<file path="src/rtl/pc_fetch_ctrl.sv">
// Program counter and fetch sequencing for the 16-bit pipeline: boot, run,
// drain-on-HLT and terminal halt, with branch redirect and hazard stall.
module pc_fetch_ctrl (
  input  logic        clk,
  input  logic        rst_n,
  input  logic        stall,
  input  logic        br_taken,
  input  logic [15:0] br_target,
  input  logic        hlt_fetch,
  input  logic        hlt_commit,
  output logic [15:0] pc_curr,
  output logic [15:0] pc_next,
  output logic        fetch_valid,
  output logic        flush_ifid,
  output logic        halted,
  output logic [15:0] fetch_cnt
);

  localparam logic [1:0] ST_BOOT  = 2'd0;
  localparam logic [1:0] ST_RUN   = 2'd1;
  localparam logic [1:0] ST_DRAIN = 2'd2;
  localparam logic [1:0] ST_HALT  = 2'd3;

  logic [1:0]  state_r;
  logic [1:0]  state_nxt_s;
  logic [15:0] pc_r;
  logic [15:0] pc_nxt_s;
  logic [15:0] cnt_r;
  logic [15:0] cnt_nxt_s;
  logic [15:0] br_dest_s;
  logic        fetch_valid_r;
  logic        halted_r;

  // Branch destinations are forced to halfword alignment.
  assign br_dest_s = br_target & 16'hFFFE;

  // Next-state, next-PC and fetch-count selection.
  always_comb begin
    state_nxt_s = state_r;
    pc_nxt_s    = pc_r;
    cnt_nxt_s   = cnt_r;
    case (state_r)
      ST_BOOT: begin
        state_nxt_s = ST_RUN;
      end
      ST_RUN: begin
        if (br_taken) begin
          pc_nxt_s = br_dest_s;
        end else if (stall) begin
          pc_nxt_s = pc_r;
        end else if (hlt_fetch) begin
          // The HLT fetch itself is an accepted fetch; the PC parks on it.
          cnt_nxt_s   = cnt_r + 16'd1;
          state_nxt_s = ST_DRAIN;
        end else begin
          pc_nxt_s  = pc_r + 16'd2;
          cnt_nxt_s = cnt_r + 16'd1;
        end
      end
      ST_DRAIN: begin
        if (br_taken) begin
          pc_nxt_s    = br_dest_s;
          state_nxt_s = ST_RUN;
        end else if (hlt_commit) begin
          state_nxt_s = ST_HALT;
        end else begin
          state_nxt_s = ST_DRAIN;
        end
      end
      ST_HALT: begin
        state_nxt_s = ST_HALT;
      end
      default: begin
        state_nxt_s = ST_BOOT;
        pc_nxt_s    = 16'h0000;
        cnt_nxt_s   = 16'h0000;
      end
    endcase
  end

  // State, PC, counter and decoded status flags.
  always_ff @(posedge clk or negedge rst_n) begin
    if (!rst_n) begin
      state_r       <= ST_BOOT;
      pc_r          <= 16'h0000;
      cnt_r         <= 16'h0000;
      fetch_valid_r <= 1'b0;
      halted_r      <= 1'b0;
    end else begin
      state_r       <= state_nxt_s;
      pc_r          <= pc_nxt_s;
      cnt_r         <= cnt_nxt_s;
      fetch_valid_r <= (state_nxt_s == ST_RUN);
      halted_r      <= (state_nxt_s == ST_HALT);
    end
  end

  // flush_ifid is the only output with a combinational path from an input.
  assign flush_ifid  = br_taken & ((state_r == ST_RUN) | (state_r == ST_DRAIN));
  assign pc_curr     = pc_r;
  assign pc_next     = pc_r + 16'd2;
  assign fetch_cnt   = cnt_r;
  assign fetch_valid = fetch_valid_r;
  assign halted      = halted_r;

endmodule
</file>
<file path="config.mk">
export PLATFORM = sky130hd
export DESIGN_NAME = pc_fetch_ctrl
export DESIGN_NICKNAME = d
export VERILOG_FILES = /design/src/rtl/pc_fetch_ctrl.sv
export SDC_FILE = /design/constraint.sdc
export NUM_CORES = 1
export LEC_CHECK = 0
export CAP_MARGIN = 5
export CORE_UTILIZATION = 40
export DETAILED_ROUTE_END_ITERATION = 7
export HOLD_SLACK_MARGIN = 0.08
export PLACE_DENSITY = 0.76
export SLEW_MARGIN = 15
export SYNTH_ARGS = -nofsm -noshare
export SYNTH_HDL_FRONTEND = slang
export SYNTH_SLANG_ARGS = --single-unit
export TNS_END_PERCENT = 1
</file>
<file path="constraint.sdc">
create_clock -name clk -period 2.7 [get_ports clk]
set_input_delay 0.54 -clock clk [delete_from_list [all_inputs] [get_ports clk]]
set_output_delay 0.54 -clock clk [all_outputs]
set_load 0.05 [all_outputs]
</file>
==> results.yml <==
global_route:
  grt-ovfl-total: 0
  antenna_found_initial: 0
  grt_max_degree: 36
  grt_pass1_vias: 1754
  grt_pass1_wl_um: 8110
  grt_usage: 0.196
sta:
  fin_crit_ns: 2.56
  clock.fmax_mhz: 391
  fin_worst_skew_ns: 0.00703
  rsz0062_at_grt: "false"
  whs_ns: 0.476
  worstMarginPinSlew_ns: 0.538
  slew_headroom: 0.641
  setup_viol: 0
  drv_slew: 0
  post-route-period-util: 0.948
  hold_viol: 0
floorplan:
  die-area_sq_mm: 0.00538
  fp-row-count: 25
  die_width_um: 73.3
  start_util: 0.422
  io-pin-count: 73
  chipHeight_um: 73.3
  core_sq_mm: 0.00482
final_layout:
  nFillCells: 437
  syn_to_final_growth_pct: 44.1
  final_util: 0.609
  layout_common_cells: "clkdlybuf4s50_1 (57), dfrtp_1 (34), xnor2_1 (21), nand2_1 (21), nand3_1 (15)"
  diodes: 0
  final_cells: 351
  layout.nets: 312
  design_area_sq_mm: 0.00293
  layout_commonest_cell: "clkdlybuf4s50_1"
  drive_gt1_frac: 0.102
route:
  routed_via_density: 5.14
  drt_iter0_markers: 119
  remaining_drc_errors: 0
  avgRoutedWirePerCell_um: 14.0
  vias: 1804
  antenna_left: 0
  wl_met1_um: 2290
  maxUsedRoutingLayer: "met4"
  wl_met3_um: 295
  met2_wirelength_um: 2280
  firstDrtPassIters: 4
  finalWirelength_um: 4910
logic_synthesis:
  syn-cell-area_sq_mm: 0.00203
  syn_inst: 216
  ys_ff_latch: 35
  syn_area_per_cell_sq_um: 9.42
  async_flop_share: 1.00
  synth_top_flop_cell: "dfrtp_1"
  synth_edf_count: 0
  yosysWarnings: 0
  synth.distinct_cells: 40
  ys_seq_area_frac: 0.431
critical_path:
  r2r_cells: 6
  path_max_fanout: 8
  critPathLaunchType: "register"
  path_cells: "ha_2 -> and3_1 -> and2_1 -> nand3_1 -> xnor2_2 -> buf_12"
  cp_slowest_cell: "dfrtp_2"
  end_kind: "output pin"
  critPathKind: "register to output pin"
  arrival_ns: 2.02
  worst_path_largest_cell_delay_ns: 0.43
  required_ns: 2.16
placement:
  place_area_sq_mm: 0.00284
  place_inst: 344
  gp_congestion: 0.745
  dpl.hpwl_um: 3520
  port_buffers: 69
hold_path:
  whs_path_depth: 1
  hp-class: "register to register"
clock_tree:
  cts.htree.levels: 2
  tritoncts: "done"
  cts_sinks: 35
  postCtsSetupRepairBufs: 0
  cts.clk_slew.worst_paths_ns: 0.07
  cts_buffer_depth: 2
  cts_inserted_buffers: 5
  worstSkewPairLatency_ns: 0.29
  clockRootBuffer: "clkbuf_8"
power_and_ir_drop:
  vdd.ir_drop.worst_mv: 0.826
  powerDensity_mw_per_mm2: 1350
  p_leak_nw: 1.23
run_status:
  outcome: "finished clean"
job:
  cap_violations: 0
[worst paths after layout]
check                              start            end  slack (ns)
max                           pc_curr[1]    pc_next[15]        0.14
min                        fetch_cnt[15]  fetch_cnt[15]        0.48
max reg2reg                   state_r[1]  fetch_cnt[13]        0.70
min reg2reg                fetch_cnt[15]  fetch_cnt[15]        0.48
max in group asynchronous          rst_n     pc_curr[1]        1.69
min in group asynchronous          rst_n     pc_curr[4]        0.67
[power breakdown]
part / internal [mW] / switching (mW)
sequential: 0.700 / 0.271
combinational: 0.961 / 1.63
clock: 0.200 / 0.184
[cell families (layout without fill, tap and decap cells)]
group	after synthesis	in the layout	synth area share
AOI/OAI and AO/OA	46	46	0.147
xor gates and xnor gates	28	28	0.121
adders and majority gates	6	6	0.0369
buffers and inverters	19	86	0.0412
DFF	35	35	0.431
muxes	1	1	0.00492
other	1	2	0.00184
and+or+nand+nor	80	80	0.217
[flip-flops by register name, summed over array words and instances, names as in the netlist]
| name | count |
|---|---|
| state_r | 2 |
| fetch_valid | 1 |
| pc_curr | 15 |
| halted | 1 |
| fetch_cnt | 16 |
[worst max-delay path: cells and delay by family, from the launching register on]
kind	cells	cell delay [ns]
XOR/XNOR	1	0.24
AND/OR/NAND/NOR	3	0.63
adder cells (fa/ha/maj)	1	0.26
flip-flops	1	0.43
buffers and inverters	1	0.17
[synthesized netlist by cell type (all sizes together) (3+ instances only)]
| cell type | n | area share |
|---|---|---|
| o21ai | 12 | 0.030 |
| a21oi | 11 | 0.027 |
| and4 | 3 | 0.013 |
| and3 | 5 | 0.015 |
| and2 | 6 | 0.018 |
| xnor2 | 22 | 0.095 |
| xor2 | 6 | 0.026 |
| nor2 | 7 | 0.013 |
| a2bb2oi | 7 | 0.030 |
| clkbuf | 9 | 0.017 |
| inv | 5 | 0.0092 |
| buf | 5 | 0.015 |
| ha | 6 | 0.037 |
| nand4 | 6 | 0.018 |
| nand2 | 21 | 0.039 |
| o22ai | 5 | 0.015 |
| dfrtp | 35 | 0.43 |
| a31o | 3 | 0.013 |
| nor3 | 6 | 0.015 |
| nand3 | 15 | 0.037 |
[per-layer routing]
| metal | global-route usage | up-vias |
|---|---|---|
| met2 | 0.323 | 57 |
| met1 | 0.256 | 839 |
| met3 | 0.0508 | 6 |
| met4 | 0.0556 | 0 |
| met5 | 0 | - |
| li1 | - | 902 |
[stage by stage]
stage | setup TNS, ns | setup WS, ns | power, mW
2_1_floorplan | -0.304 | -0.0846 | 2.68
3_3_place_gp | 0 | 0.334 | 3.54
3_5_place_dp | 0 | 0.273 | 3.57
4_1_cts | 0 | 0.0317 | 3.97
5_1_grt | 0 | 0.00869 | 4.18
6_report | 0 | 0.140 | 3.95
[layout make-up]
| cell class | instances | area [sq um] | share of cell area |
|---|---|---|---|
| clock inverters | 1 | 5.00 | 0.00171 |
| multi-input cells | 163 | 1090 | 0.372 |
| repair buffers | 74 | 773 | 0.264 |
| well taps | 67 | 83.8 | 0.0286 |
| flip-flops and latches | 35 | 877 | 0.299 |
| inverters | 5 | 18.8 | 0.00640 |
| clock buffers | 6 | 82.6 | 0.0282 |
[what timing repair did]
action,CTS,global route
setup endpoints to repair,0,3
hold buffers,0,0
gates resized for setup,0,2
Note: power is estimated with default switching activity, not from simulation.
